## src/rtl/rv_pipe_pkg.sv

```systemverilog
// rv_pipe_pkg: shared constants for the rv32im pipeline stage registers
package rv_pipe_pkg;
  localparam logic [31:0] NOP_INSTR = 32'h0000_0013;
  localparam int PIPE_PC_W = 32;
  localparam int PIPE_INSTR_W = 32;
  localparam int PIPE_TAG_W = 4;
  localparam logic [1:0] ST_EMPTY = 2'b00;
  localparam logic [1:0] ST_ONE = 2'b01;
  localparam logic [1:0] ST_FULL = 2'b10;
endpackage

```

## src/rtl/pipe_slot_reg.sv

```systemverilog
// pipe_slot_reg: load-enabled PC/instr/tag register that resets to a NOP payload
module pipe_slot_reg #(
  parameter int PC_W = 32,
  parameter int INSTR_W = 32,
  parameter int TAG_W = 4,
  parameter logic [INSTR_W-1:0] NOP_INSTR = '0
)(
  input  logic               clk_i,
  input  logic               rst_i,
  input  logic               load,
  input  logic [PC_W-1:0]    pc_d,
  input  logic [INSTR_W-1:0] instr_d,
  input  logic [TAG_W-1:0]   tag_d,
  output logic [PC_W-1:0]    pc_q,
  output logic [INSTR_W-1:0] instr_q,
  output logic [TAG_W-1:0]   tag_q
);
  always_ff @(posedge clk_i or posedge rst_i)
    if (rst_i) begin
      pc_q <= '0;
      instr_q <= NOP_INSTR;
      tag_q <= '0;
    end else if (load) begin
      pc_q <= pc_d;
      instr_q <= instr_d;
      tag_q <= tag_d;
    end
endmodule

```

## src/rtl/pipe_skid_stage_reg.sv

```systemverilog
// pipe_skid_stage_reg: valid/ready pipeline stage register, optional two-entry skid buffer
module pipe_skid_stage_reg #(
  parameter int PC_W = rv_pipe_pkg::PIPE_PC_W,
  parameter int INSTR_W = rv_pipe_pkg::PIPE_INSTR_W,
  parameter int TAG_W = rv_pipe_pkg::PIPE_TAG_W,
  parameter bit SKID_EN = 1'b1,
  parameter logic [INSTR_W-1:0] NOP_INSTR = INSTR_W'(rv_pipe_pkg::NOP_INSTR)
)(
  input  logic               clk_i,
  input  logic               rst_i,
  input  logic               flush_i,
  input  logic               up_valid_i,
  output logic               up_ready_o,
  input  logic [PC_W-1:0]    pc_i,
  input  logic [INSTR_W-1:0] instr_i,
  input  logic [TAG_W-1:0]   tag_i,
  output logic               dn_valid_o,
  input  logic               dn_ready_i,
  output logic [PC_W-1:0]    pc_o,
  output logic [INSTR_W-1:0] instr_o,
  output logic [TAG_W-1:0]   tag_o
);
  import rv_pipe_pkg::ST_EMPTY, rv_pipe_pkg::ST_ONE, rv_pipe_pkg::ST_FULL;
  logic [1:0] state, state_n;
  logic up_fire, dn_fire, full, main_ld;
  logic [PC_W-1:0] main_pc, skid_pc;
  logic [INSTR_W-1:0] main_instr, skid_instr;
  logic [TAG_W-1:0] main_tag, skid_tag;
  assign full = state == ST_FULL;
  assign dn_valid_o = state != ST_EMPTY;
  // reset gating keeps ready low while the async clear is held
  assign up_ready_o = !rst_i & (SKID_EN ? !full : (!dn_valid_o | dn_ready_i));
  assign up_fire = up_valid_i & up_ready_o;
  assign dn_fire = dn_valid_o & dn_ready_i;
  assign state_n = flush_i ? ST_EMPTY
                 : full ? (dn_fire ? ST_ONE : ST_FULL)
                 : up_fire ? ((dn_valid_o & !dn_fire) ? ST_FULL : ST_ONE)
                 : dn_fire ? ST_EMPTY : state;
  assign main_ld = !flush_i & (full ? dn_fire : up_fire & (!dn_valid_o | dn_fire));
  always_ff @(posedge clk_i or posedge rst_i)
    if (rst_i) state <= ST_EMPTY;
    else state <= state_n;
  pipe_slot_reg #(.PC_W(PC_W), .INSTR_W(INSTR_W), .TAG_W(TAG_W), .NOP_INSTR(NOP_INSTR)) u_main (
    .clk_i(clk_i), .rst_i(rst_i), .load(main_ld),
    .pc_d(full ? skid_pc : pc_i),
    .instr_d(full ? skid_instr : instr_i),
    .tag_d(full ? skid_tag : tag_i),
    .pc_q(main_pc), .instr_q(main_instr), .tag_q(main_tag)
  );
  if (SKID_EN) begin : g_skid
    logic skid_ld;
    assign skid_ld = !flush_i & up_fire & dn_valid_o & !dn_fire;
    pipe_slot_reg #(.PC_W(PC_W), .INSTR_W(INSTR_W), .TAG_W(TAG_W), .NOP_INSTR(NOP_INSTR)) u_skid (
      .clk_i(clk_i), .rst_i(rst_i), .load(skid_ld),
      .pc_d(pc_i), .instr_d(instr_i), .tag_d(tag_i),
      .pc_q(skid_pc), .instr_q(skid_instr), .tag_q(skid_tag)
    );
  end else begin : g_flat
    assign skid_pc = pc_i;
    assign skid_instr = instr_i;
    assign skid_tag = tag_i;
  end
  assign pc_o = dn_valid_o ? main_pc : '0;
  assign instr_o = dn_valid_o ? main_instr : NOP_INSTR;
  assign tag_o = dn_valid_o ? main_tag : '0;
endmodule

```

## config.mk

```make
export PLATFORM = sky130hd
export DESIGN_NAME = pipe_skid_stage_reg
export DESIGN_NICKNAME = d
export VERILOG_FILES = /design/src/rtl/rv_pipe_pkg.sv /design/src/rtl/pipe_slot_reg.sv /design/src/rtl/pipe_skid_stage_reg.sv
export SDC_FILE = /design/constraint.sdc
export NUM_CORES = 1
export LEC_CHECK = 0
export CORE_MARGIN = 2
export CORE_UTILIZATION = 53
export CTS_BUF_LIST = sky130_fd_sc_hd__clkbuf_2
export DETAILED_ROUTE_END_ITERATION = 10
export PLACE_DENSITY_LB_ADDON = 0.1
export SKIP_LAST_GASP = 1
export SYNTH_ARGS = -nofsm -noshare
export SYNTH_HDL_FRONTEND = slang
export SYNTH_HIERARCHICAL = 1
export SYNTH_SLANG_ARGS = --single-unit
```

## constraint.sdc

```tcl
create_clock -name clk_i -period 3 [get_ports clk_i]
set_clock_uncertainty 0.1 [all_clocks]
set_input_delay 0.6 -clock clk_i [delete_from_list [all_inputs] [get_ports clk_i]]
set_output_delay 0.6 -clock clk_i [all_outputs]
set_load 0.02 [all_outputs]
```

# Word level (Yosys, flattened, before mapping)
# Index checks and enable logic that the tools add are counted.
# word_totals
ff_bits	138
inputBits	73
out_inout_bits	70
elab_cells	38
# op_classes
n_eq_ne	1
muxes	13
bitwise	10
reduce_logical	7
# ops
operator	count
32-bit two-way mux	4
2-bit two-way mux	6
1-bit bitwise AND	9
4-bit two-way mux	2
1-bit logical NOT	5
4-bit nonzero test	1
2-bit equality test (second input constant)	1
2-bit nonzero test	1
1-bit two-way mux	1
1-bit bitwise OR	1

# Longest topological paths before layout
# Gate-level depths: netlist of run 1.
# logic_depth
depth_word	8
mapped_depth	9
ltp_nobuf	4

# Cells and area by module
# Netlist of run 1, hierarchy kept.
# modules_own_cells
mod	n_inst	cells_each	area_per_inst_um2	seq_area_each_um2
pipe_slot_reg	2	145	2622.5	1705.4
pipe_skid_stage_reg	1	168	1746.7	50.0

# Worst setup path before layout of run 1
# Ideal clock, no wire load.
# synth_timing
path_kind	in2reg
from	input port up_valid_i
to	register g_skid.u_skid.instr_q[26]
setup_ns	0.125
arrival_ns	1.846
t_required_ns	2.775
slack_ns	0.929
path_stages	7
path_buffers	3
path_cell_list	nor2b_1 > nand2_1 > nor3_1 > buf_6 > buf_6 > buf_8 > mux2_4
# synth_between
elab_chain_len	4
# synth_lines
element	line	rtl
start: declaration	pipe_skid_stage_reg.sv:12	input logic up_valid_i,
1-bit bitwise AND	pipe_skid_stage_reg.sv:33	assign up_fire = up_valid_i & up_ready_o;
1-bit bitwise AND (3 in series)	pipe_skid_stage_reg.sv:52	assign skid_ld = !flush_i & up_fire & dn_valid_o & !dn_fire;
via g_skid.skid_ld	pipe_skid_stage_reg.sv:51	logic skid_ld;
end signal: assignment	pipe_slot_reg.sv:25	instr_q <= instr_d;
end: declaration	pipe_slot_reg.sv:15	output logic [INSTR_W-1:0] instr_q,
# The timed path passes the listed nets, and every way through them passes these cells.
# A chain may end at the register's enable or synchronous reset.

# Worst setup path after layout of run 1
# layout_timing
from	register state[1]
to	output port instr_o[28]
# layout_between
elab_chain_len	2
# layout_lines
element	line	rtl
start: declaration	pipe_skid_stage_reg.sv:24	logic [1:0] state, state_n;
start signal: assignment	pipe_skid_stage_reg.sv:42	else state <= state_n;
2-bit nonzero test	pipe_skid_stage_reg.sv:30	assign dn_valid_o = state != ST_EMPTY;
32-bit two-way mux	pipe_skid_stage_reg.sv:64	assign instr_o = dn_valid_o ? main_instr : NOP_INSTR;
end: declaration	pipe_skid_stage_reg.sv:20	output logic [INSTR_W-1:0] instr_o,
# Every way passes these cells.

==> results by group, run 1 <==
Floorplan
  • Core area: 12800 um2
  • Die Span Y: 119 um
  • Initial core utilization: between 50% and 60%
  • Row count: 41
  • Die area: 14100 um2
  • Die X: ~120 um
  • I/O Pins: around 140

Worst setup path
  • Worst-path cell chain: nor2_4 > inv_6 > bufbuf_16 > and2_1 > clkdlybuf4s15_1
  • Delay of the slowest cell on the worst path: between 0.4 and 0.5 ns
  • WS Path Type: reg -> out
  • Worst r2r src: state[0]
  • Slowest cell on the critical path: dfrtp_1
  • Worst endpoint data arrival time: 2.14 ns
  • Critical Path RT: 2.30 ns
  • Slack of the worst reg-to-reg path: about 0.8 ns
  • Worst R2R Path Depth: 5
  • CP Launch Type: register
  • RR Endpoint: u_main/pc_q[26]
  • Crit path capture type: output pin
  • Crit Path Max Fanout: 24

Power
  • Power per cell area: about 500 nW/um2
  • Leak: between 4 and 5 nW
  • Final Total Pwr: between 0.004 and 0.005 W
  • VDD IR max: 0.000352 V

CTS
  • Number of H-tree levels: 4
  • CTS tree: done
  • Clk sinks: approximately 140
  • CTS max path bufs: 2
  • Hold buffers post-CTS: 0
  • Clk_lat worst skew: ~0.7 ns
  • TritonCTS Buffers: 17
  • CTS root buf: clkbuf_2
  • Clock transition at path regs: around 0.17 ns

Detailed routing
  • Final wirelength: approximately 14000 um
  • Wirelength per Cell: approximately 18 um
  • First drt pass iteration count: 4
  • DR vias: 4098
  • Final ANT Viol Nets: 0
  • DR DRC count: 0
  • Vias per cell: 5.19
  • Initial DRC count: approximately 120

Synth
  • Number of synthesized flops with an enable pin: 0
  • Main synth FF type: dfrtp_1
  • Syn_nets: about 530
  • Commonest cells in the netlist: dfrtp_1 (132), mux2_4 (108), mux2_2 (96)
  • Dominant cell by count in the synthesized netlist: dfrtp_1
  • Mean Syn Cell Area: roughly 15 um2
  • Async SR Flop Fraction: between 90% and 100%
  • FF+latch count, synth: between 100 and 150
  • Top post-synthesis cells by area: dfrtp_1 (47%), mux2_4 (23%), mux2_2 (15%), and2_1 (5.8%), buf_8 (2.4%)
  • Top cell type's share of synthesized area: 47.2%
  • Syn Inst Count: ~460
  • Sequential area share after synthesis: between 40 and 50%
  • Post-synth cell types: 22
  • Netlist Area Pre-Place: between 6000 and 7000 um2
  • Synth area leader: dfrtp_1
  • Yosys warnings: 6

Final layout
  • Ant. Diodes: 0
  • Nets: around 680
  • Layout cells sized above 1: between 40% and 50%
  • Layout fillers: roughly 900
  • Syn-to-layout area delta: 25.6%
  • Final Core Density: approximately 70%
  • Finished Layout Cells: 790

Placed design
  • # port buffers: 142
  • Dpl cells: between 700 and 800
  • Detailed placement HPWL: ~9400 um
  • Global placer's final weighted congestion: 0.763

Hold path
  • Min-delay worst type: in -> async

Global route
  • Total gr overflow: 0
  • Global-route wire length before repair: ~24000 um
  • Initial antenna violation count: 0
  • Overall Global Routing Usage: 21.8%
  • Vias in the first global route: around 4600
  • Largest net degree at the start of global routing: 39

Timing
  • FMAX: ~350 MHz
  • Fin. Hold Viols: 0
  • Tmin final: 2.84 ns
  • Fin. max-slew vios: 0
  • Final setup violation count: 0
  • Actual slew at the worst max-slew pin: just under 0.7 ns
  • Fin crit share: a little over nine tenths
  • Setup tns final: 0 ns
  • Relative slew slack: between 50 and 60%
  • Hold WS: about 0.18 ns

Job
  • Max Cap Viol: 0

Outcome
  • Outcome: finished clean
flip-flops by register name, indices dropped and copies added (netlist names):
name	count
g_skid.u_skid/pc_q	32
u_main/pc_q	32
u_main/tag_q	4
g_skid.u_skid/instr_q	32
g_skid.u_skid/tag_q	4
state	2
u_main/instr_q	32
cell families (layout without fill, tap and decap cells):
kind of cell / after synthesis / after routing / synth area share [%]
muxes: 204 / 204 / 38.7
DFF: 138 / 138 / 49.5
and+or+nand+nor: 78 / 78 / 6.91
buffers and inverters: 35 / 195 / 4.37
AOI/OAI and AO/OA: 3 / 3 / 0.573
cells in the final DEF, fill, tap and decap left out:
cell type | Yosys | final
a21oi_2 | 1 | 1
nor3_2 | 0 | 1
nor2_4 | 0 | 2
nand2b_1 | 3 | 3
buf_12 | 0 | 8
clkinvlp_4 | 0 | 2
clkdlybuf4s15_1 | 0 | 1
dfstp_2 | 6 | 6
and3b_1 | 1 | 1
nor2b_1 | 2 | 1
dfrtp_1 | 132 | 131
bufbuf_16 | 0 | 1
clkinv_2 | 0 | 4
nand2_1 | 1 | 1
dlygate4sd2_1 | 0 | 4
buf_4 | 0 | 8
dlymetal6s2s_1 | 0 | 27
clkbuf_2 | 0 | 39
inv_6 | 0 | 1
inv_1 | 3 | 1
nor2b_4 | 0 | 1
inv_2 | 1 | 2
a21oi_1 | 1 | 1
bufinv_16 | 0 | 1
mux2_4 | 108 | 108
dfrtp_2 | 0 | 1
and2_1 | 65 | 65
nor2_1 | 2 | 1
nor3_1 | 2 | 1
a221oi_4 | 1 | 1
clkdlybuf4s50_1 | 0 | 92
or3b_1 | 1 | 1
mux2_2 | 96 | 96
clkinv_1 | 0 | 4
power breakdown:
| part | internal, W | switching, W | total (W) |
|---|---|---|---|
| clock network | 0.000294 | 0.000643 | 0.000937 |
| registers | 0.00226 | 0.000197 | 0.00245 |
| logic | 0.000697 | 0.000406 | 0.00110 |
layer usage:
layer  wire (um)  vias up  global-route usage [%]
met4         221        0                    7.74
met1        6350     2094                    27.1
met3         737       19                    6.61
li1            -     1886                       -
met5           0        -                       0
met2        7170       99                    36.1
area by class of cell:
cell class | instances | area [um2] | area share (%)
sequential | 138 | 3460 | 39.4
multi-input combinational | 285 | 3250 | 37.0
timing repair buffer | 159 | 1650 | 18.8
tap | 172 | 215 | 2.45
clock buffer | 21 | 105 | 1.20
clock inverter | 11 | 80.1 | 0.912
inverter | 4 | 20.0 | 0.228
critical path: cells and delay by family, from the launching register on:
family / cells / cell delay [ns]
buffers and inverters: 3 / 0.69
and+or+nand+nor: 2 / 0.33
DFF: 1 / 0.44
what timing repair did:
item / in CTS / in global routing
resized for setup: 26 / 65
buffers inserted: 3 / 1
pin swaps: 0 / 1
setup endpoints to repair: 69 / 54
gates cloned: 1 / 0
metrics by stage:
stage | worst slack [ns] | instance area [um2]
floorplan | 0.593 | 6990
global placement | 0.273 | 8550
detailed placement | 0.216 | 8550
CTS | -0.236 | 8770
global route | -0.00631 | 8780
finish | 0.156 | 8780
worst max-delay path by stage:
stage / cells after the start / slack (ns) / start / endpoint
5_1_grt: 5 / -0.006 / state[1] / instr_o[28]
2_1_floorplan: 1 / 0.59 / rst_i / g_skid.u_skid/instr_q[10]
3_3_place_gp: 4 / 0.27 / rst_i / up_ready_o
4_1_cts: 5 / -0.24 / state[1] / pc_o[30]
6_report: 5 / 0.16 / state[1] / instr_o[28]
3_5_place_dp: 6 / 0.22 / up_valid_i / g_skid.u_skid/instr_q[20]
Note: power is estimated with default switching activity, not from simulation.
==> inputs of run 2 (changes only) <==
--- a/config.mk
+++ b/config.mk
@@ -6,12 +6,12 @@
 export NUM_CORES = 1
 export LEC_CHECK = 0
 export CORE_MARGIN = 2
-export CORE_UTILIZATION = 53
+export CORE_UTILIZATION = 52
 export CTS_BUF_LIST = sky130_fd_sc_hd__clkbuf_2
 export DETAILED_ROUTE_END_ITERATION = 10
+export GPL_TIMING_DRIVEN = 0
 export PLACE_DENSITY_LB_ADDON = 0.1
 export SKIP_LAST_GASP = 1
 export SYNTH_ARGS = -nofsm -noshare
 export SYNTH_HDL_FRONTEND = slang
-export SYNTH_HIERARCHICAL = 1
 export SYNTH_SLANG_ARGS = --single-unit
==> run 2 against run 1 <==
- final area is 4.3% lower
- sequential power hardly changed
- global-route usage is 0.31 points lower
- synthesized cell count is 0.66% lower
- non-clock buffer count is 21 higher
- first-iteration DRC count is 18% higher
- total power is 3.9% higher
- register-to-register slack worse by 0.19 ns
- sequential cell count stayed put
- hold slack better by 0.18 ns
- die area is 5.7% lower
- critical path type unchanged
- highest routed layer unchanged
==> results by group, run 2 <==
Floorplan
  • Row count: 40 (-2.4%)
  • Die area: 13300 um2 (-5.7%)
  • Initial core utilization: 53.5% (-1.2 points)
  • Core area: 12100 um2 (-5.6%)
  • Die Span Y: 115 um (-2.9%)
  • I/O Pins: 143 (unchanged)
  • Die X: 115 um (-2.9%)

Final layout
  • Syn-to-layout area delta: 30.2%
  • Ant. Diodes: 0 (unchanged)
  • Multi-input gate area: 2830 um2 (-13%)
  • Commonest non-fill, non-tap cells in the layout: mux2_2 (187), dfrtp_1 (132), clkdlybuf4s50_1 (72)
  • Layout fillers: 949 (+3.7%)
  • Most common cell after layout, fill and taps aside: mux2_2
  • Nets: 697 (+2.8%)
  • Reg area: 3460 um2 (about the same)
  • Finished Layout Cells: 805 (+1.9%)
  • Layout cells sized above 1: 41.9% (-3.9 points)
  • Final Core Density: 69.6% (+0.91 points)

CTS
  • Number of H-tree levels: 4 (unchanged)
  • Clk_lat worst skew: 0.71 ns (about the same)
  • TritonCTS Buffers: 17 (unchanged)
  • CTS tree: done
  • CTS max path bufs: 2 (unchanged)
  • Clock transition at path regs: 0.20 ns (+0.03 ns)
  • Clk sinks: 138 (unchanged)
  • CTS root buf: clkbuf_2

Timing
  • Setup ws final: 0.142 ns (-0.0145 ns)
  • Fin. Hold Viols: 0 (unchanged)
  • Hold WS: 0.357 ns (+0.178 ns)
  • Relative slew slack: 57.4% (+3.8 points)
  • Fin crit share: 95.3% (+0.48 points)
  • Actual slew at the worst max-slew pin: 0.637 ns (-0.0576 ns)
  • RSZ-0062 raised after global routing: true
  • FMAX: 350 MHz (-0.51%)
  • Final setup violation count: 0 (unchanged)
  • Fin. max-slew vios: 0 (unchanged)
  • Tmin final: 2.86 ns (+0.0145 ns)

Synth
  • Netlist Area Pre-Place: 6450 um2 (-7.7%)
  • Dominant cell by count in the synthesized netlist: mux2_2
  • Top cell type's share of synthesized area: 51.2% (+3.9 points)
  • Post-synth cell types: 23 (+4.5%)
  • Synth area leader: dfrtp_1
  • Yosys warnings: 0 (-6)
  • Number of synthesized flops with an enable pin: 0 (unchanged)
  • Mean Syn Cell Area: 14.2 um2 (-7.1%)
  • Syn Inst Count: 455 (-0.66%)
  • Async SR Flop Fraction: 100% (unchanged)
  • Commonest cells in the netlist: mux2_2 (187), dfrtp_1 (132), and2_1 (65)
  • Sequential area share after synthesis: 53.6% (+4.1 points)
  • Main synth FF type: dfrtp_1
  • FF+latch count, synth: 138 (unchanged)
  • Top post-synthesis cells by area: dfrtp_1 (51%), mux2_2 (33%), and2_1 (6.3%), mux2_1 (3.0%), dfstp_2 (2.4%)
  • Syn_nets: 528 (-0.56%)

Power
  • Final Total Pwr: 0.00467 W (+3.9%)
  • VDD IR max: 0.000385 V (+9.5%)
  • Leak: 3.92 nW (-10%)
  • Power per cell area: 556 nW/um2 (+8.6%)

Detailed routing
  • Wirelength per Cell: 16.7 um (-8.9%)
  • Vias per cell: 5.12 (-1.2%)
  • Final wirelength: 13400 um (-7.2%)
  • First drt pass iteration count: 4 (unchanged)
  • Initial DRC count: 145 (+18%)
  • Final ANT Viol Nets: 0 (unchanged)
  • DR DRC count: 0 (unchanged)
  • DR vias: 4124 (+0.63%)

Global route
  • Initial antenna violation count: 0 (unchanged)
  • Global-route wire length before repair: 22000 um (-7.1%)
  • Largest net degree at the start of global routing: 38 (-2.6%)
  • Overall Global Routing Usage: 21.5% (-0.31 points)
  • Total gr overflow: 0 (unchanged)
  • Vias in the first global route: 4436 (-3.2%)

Worst setup path
  • Worst endpoint data arrival time: 2.16 ns (+0.02 ns)
  • Crit path capture type: output pin
  • Worst Setup SP: state[0]
  • CP Launch Type: register
  • Crit Path Max Fanout: 10 (-58%)
  • Worst r2r src: state[0]
  • Critical Path RT: 2.30 ns (about the same)
  • WS Path Type: reg -> out

Hold path
  • Min-delay worst type: in -> async

Job
  • Max Cap Viol: 0 (unchanged)

Placed design
  • # port buffers: 142 (unchanged)
  • Detailed placement HPWL: 9620 um (+2.7%)
  • Global placer's final weighted congestion: 0.767 (+0.41%)
  • Dpl cells: 769 (+2.1%)
  • Dpl ws: -0.221 ns (-0.437 ns)

Outcome
  • Outcome: finished clean
## run 2: cell types whose count changed in the layout (fill, tap and decap cells not counted), moves of 5 or more
cell             change
mux2_4             -108
mux2_2              +91
dlygate4sd2_1       +54
dlymetal6s2s_1      -26
clkdlybuf4s50_1     -20
mux2_1              +17
clkbuf_2             -6
buf_12               -5
clkbuf_1             +5
## run 2: path summary, 6_finish.rpt
path,endpoint,slack [ns],cells after the start
max,instr_o[28],0.14,4
min,g_skid.u_skid.instr_q[30],0.36,2
max reg2reg,u_main.pc_q[15],0.60,7
min reg2reg,u_main.pc_q[6],0.40,1
max in group asynchronous,g_skid.u_skid.instr_q[4],1.60,4
min in group clk_i,u_main.pc_q[6],0.40,1
## run 2: power by group
part / total, W / switching, W / internal (W) / leakage [nW]
registers: 0.00243 / 0.000170 / 0.00226 / 1.71
clock network: 0.00130 / 0.000686 / 0.000617 / 0.166
logic: 0.000937 / 0.000382 / 0.000555 / 2.04
total: 0.00467 / 0.00124 / 0.00343 / 3.92
## run 2: cell families after synthesis
group           synth area share, %
simple gates                   7.74
buf+inv                        2.48
compound gates                0.543
flops                          53.6
mux                            35.6
## run 2: what timing repair did
item                       4_1_cts  5_1_grt
resized for setup               83       24
hold buffers                     0        0
buffers inserted                 6        0
pin swaps                        0        0
setup endpoints to repair       70       13
## run 2: final cells by class
type	instances	area share, %
flip-flops and latches	138	41.2
repair buffers	152	17.0
clock buffers	17	1.01
well taps	168	2.50
multi-input cells	286	33.7
clock inverters	15	2.44
plain buffers	28	2.01
inverters	1	0.0894
## run 2: through the flow
stage / area (um2) / setup TNS (ns)
CTS: 8440 / -0.847
detailed placement: 8180 / -2.10
global route: 8400 / -0.00371
finish: 8400 / 0
floorplan: 6460 / 0
global placement: 8090 / -100.34
## run 2: routing by layer
metal  share of wire [%]  routed length (um)  vias to the layer above  global-route usage, %
met2                  49                6530                      104                   34.6
met3                 5.8                 774                       20                   6.38
li1                    -                   -                     1927                      -
met5                   0                   0                        -                      0
met1                  44                5910                     2073                   27.4
met4                 1.7                 233                        0                   8.35
## run 2: critical path: stages (launching register included)
cell and delay (ns):
dfrtp_1 0.42, or2_4 0.29, clkbuf_2 0.20, and2_1 0.21
dlygate4sd2_1 0.32
==> inputs of run 3 (changes only) <==
--- a/config.mk
+++ b/config.mk
@@ -5,8 +5,9 @@
 export SDC_FILE = /design/constraint.sdc
 export NUM_CORES = 1
 export LEC_CHECK = 0
+export CAP_MARGIN = 20
 export CORE_MARGIN = 2
-export CORE_UTILIZATION = 52
+export CORE_UTILIZATION = 53
 export CTS_BUF_LIST = sky130_fd_sc_hd__clkbuf_2
 export DETAILED_ROUTE_END_ITERATION = 10
 export GPL_TIMING_DRIVEN = 0
@@ -14,4 +15,5 @@
 export SKIP_LAST_GASP = 1
 export SYNTH_ARGS = -nofsm -noshare
 export SYNTH_HDL_FRONTEND = slang
+export SYNTH_HIERARCHICAL = 1
 export SYNTH_SLANG_ARGS = --single-unit
==> constraint.sdc (replaced) <==
create_clock -name clk_i -period 2.8 [get_ports clk_i]
set_clock_uncertainty 0.1 [all_clocks]
set_input_delay 0.56 -clock clk_i [delete_from_list [all_inputs] [get_ports clk_i]]
set_output_delay 0.56 -clock clk_i [all_outputs]
set_load 0.02 [all_outputs]
==> run 3 against run 2 <==
- sequential share of layout area decreased by 1.7 points
- sequential cell count is the same
- total power rose by 7.8%
==> results by group, run 3 (synthesis results as in run 1) <==
Detailed routing
  • Wirelength per Cell: 17.6 um (+5.6%)
  • DR vias: 4175 (+1.2%)
  • Final ANT Viol Nets: 0 (unchanged)
  • DR DRC count: 0 (unchanged)
  • First drt pass iteration count: 4 (unchanged)
  • Final wirelength: 14300 um (+6.4%)
  • Vias per cell: 5.15 (+0.49%)
  • Initial DRC count: 186 (+28%)

Floorplan
  • Core area: 12800 um2 (+5.9%)
  • I/O Pins: 143 (unchanged)
  • Die X: 119 um (+3.0%)
  • Die Span Y: 119 um (+3.0%)
  • Initial core utilization: 54.7% (+1.2 points)
  • Die area: 14100 um2 (+6.1%)
  • Row count: 41 (+2.5%)

Final layout
  • Syn-to-layout area delta: 25.5%
  • Final Core Density: 68.7% (-0.97 points)
  • Multi-input gate area: 3230 um2 (+14%)
  • Layout cells sized above 1: 50.9% (+8.9 points)
  • Most common cell after layout, fill and taps aside: dfrtp_1
  • Ant. Diodes: 0 (unchanged)
  • Nets: 699 (+0.29%)
  • Reg area: 3460 um2 (unchanged)
  • Commonest non-fill, non-tap cells in the layout: dfrtp_1 (132), mux2_4 (108), mux2_2 (96)
  • Layout fillers: 976 (+2.8%)

Worst setup path
  • RR Endpoint: u_main/pc_q[0]
  • Worst-path cell chain: nor2_4 > inv_4 > buf_2 > and2_1 > dlygate4sd2_1
  • CP Depth: 5 (+1)
  • Worst Setup SP: state[0]
  • CP Buf/Inv Count: 3 (+1)
  • Worst endpoint data arrival time: 2.00 ns (-0.16 ns)
  • Crit Path Max Fanout: 10 (unchanged)
  • Worst r2r src: state[0]
  • CP Launch Type: register
  • Slowest cell on the critical path: dfrtp_1
  • Slack of the worst reg-to-reg path: 0.30 ns (-0.30 ns)
  • WS Path Type: reg -> out
  • Worst R2R Path Depth: 11 (+4)
  • Crit path capture type: output pin
  • Delay of the slowest cell on the worst path: 0.45 ns (+0.03 ns)
  • Crit path capture: pc_o[30]
  • CP delay by family, top: buffers and inverters
  • Critical Path RT: 2.14 ns (-0.16 ns)

CTS
  • CTS root buf: clkbuf_2
  • Clk_lat worst skew: 0.68 ns (-0.03 ns)
  • CTS tree: done
  • TritonCTS Buffers: 17 (unchanged)
  • Clk sinks: 138 (unchanged)
  • Number of H-tree levels: 4 (unchanged)
  • Clock transition at path regs: 0.17 ns (-0.03 ns)
  • CTS max path bufs: 2 (unchanged)

Global route
  • Global-route wire length before repair: 24000 um (+8.8%)
  • Total gr overflow: 0 (unchanged)
  • Initial antenna violation count: 0 (unchanged)
  • Largest net degree at the start of global routing: 43 (+13%)
  • Overall Global Routing Usage: 22.0% (+0.51 points)
  • Vias in the first global route: 4696 (+5.9%)

Timing
  • Fin crit share: between 90% and 100%
  • Setup tns final: 0 ns (unchanged)
  • Relative slew slack: 67.5% (+10 points)
  • FMAX: around 380 MHz
  • Fin. max-slew vios: 0 (unchanged)
  • Fin. Hold Viols: 0 (unchanged)
  • Final setup violation count: 0 (unchanged)
  • Tmin final: 2.66 ns
  • Actual slew at the worst max-slew pin: 0.487 ns (-0.151 ns)
  • RSZ-0062 raised after global routing: true

Placed design
  • Detailed placement HPWL: 10200 um (+5.7%)
  • # port buffers: 142 (unchanged)
  • Global placer's final weighted congestion: 0.719 (-6.2%)

Power
  • Power per cell area: 574 nW/um2 (+3.2%)
  • Leak: 4.13 nW (+5.5%)
  • VDD IR max: 0.000437 V (+13%)

Outcome
  • Outcome: finished clean

Job
  • Max Cap Viol: 0 (unchanged)

Hold path
  • Min-delay worst type: in -> async
[run 3: layout make-up]
cell class | instances | area share [%]
buffer | 31 | 3.47
clock buffer | 21 | 1.20
clock inverter | 11 | 1.73
inverter | 4 | 0.257
multi-input combinational | 285 | 36.8
sequential | 138 | 39.5
tap | 172 | 2.45
timing repair buffer | 149 | 14.6
[run 3: worst min path at each step]
stage,start,end,cells past startpoint
2_1_floorplan,rst_i,state[0],1
3_3_place_gp,u_main/pc_q[17],u_main/pc_q[17],1
3_5_place_dp,u_main/pc_q[28],u_main/pc_q[28],1
4_1_cts,rst_i,state[1],2
5_1_grt,rst_i,state[1],2
6_report,rst_i,state[0],2
[run 3: report_power, final]
group | internal (W) | total (W) | switching (W) | leakage, nW
Clock | 0.000588 | 0.00127 | 0.000682 | 0.164
Combinational | 0.000707 | 0.00114 | 0.000431 | 2.26
Sequential | 0.00242 | 0.00262 | 0.000207 | 1.71
Total | 0.00371 | 0.00503 | 0.00132 | 4.13
[run 3: per-layer routing]
layer  share of wire, %  vias up  global-route usage (%)
met5                  0        -                       0
met4                1.7        0                    7.96
met3                4.6       21                    5.70
met2                 51       95                    37.1
met1                 43     2136                    27.3
li1                   -     1923                       -
[run 3: metrics by stage]
| step | setup WS, ns | power, W | std cells | cell area (um2) | hold slack [ns] |
|---|---|---|---|---|---|
| floorplan | 0.433 | 0.00341 | 458 | 6990 | 0.201 |
| detailed placement | -0.136 | 0.00388 | 774 | 8680 | 0.388 |
| global placement | -1.20 | 0.00380 | 772 | 8630 | 0.381 |
| global route | -0.0566 | 0.00532 | 811 | 8770 | 0.0982 |
| finish | 0.138 | 0.00503 | 811 | 8770 | 0.170 |
| CTS | -0.0399 | 0.00510 | 810 | 8870 | 0.101 |
[run 3: repair_timing]
action,4_1_cts,5_1_grt
pin swaps,1,1
hold buffers,0,0
buffers inserted,4,1
endpoints found under the hold margin,0,0
endpoints found under the setup margin,70,66
gates resized for setup,109,87
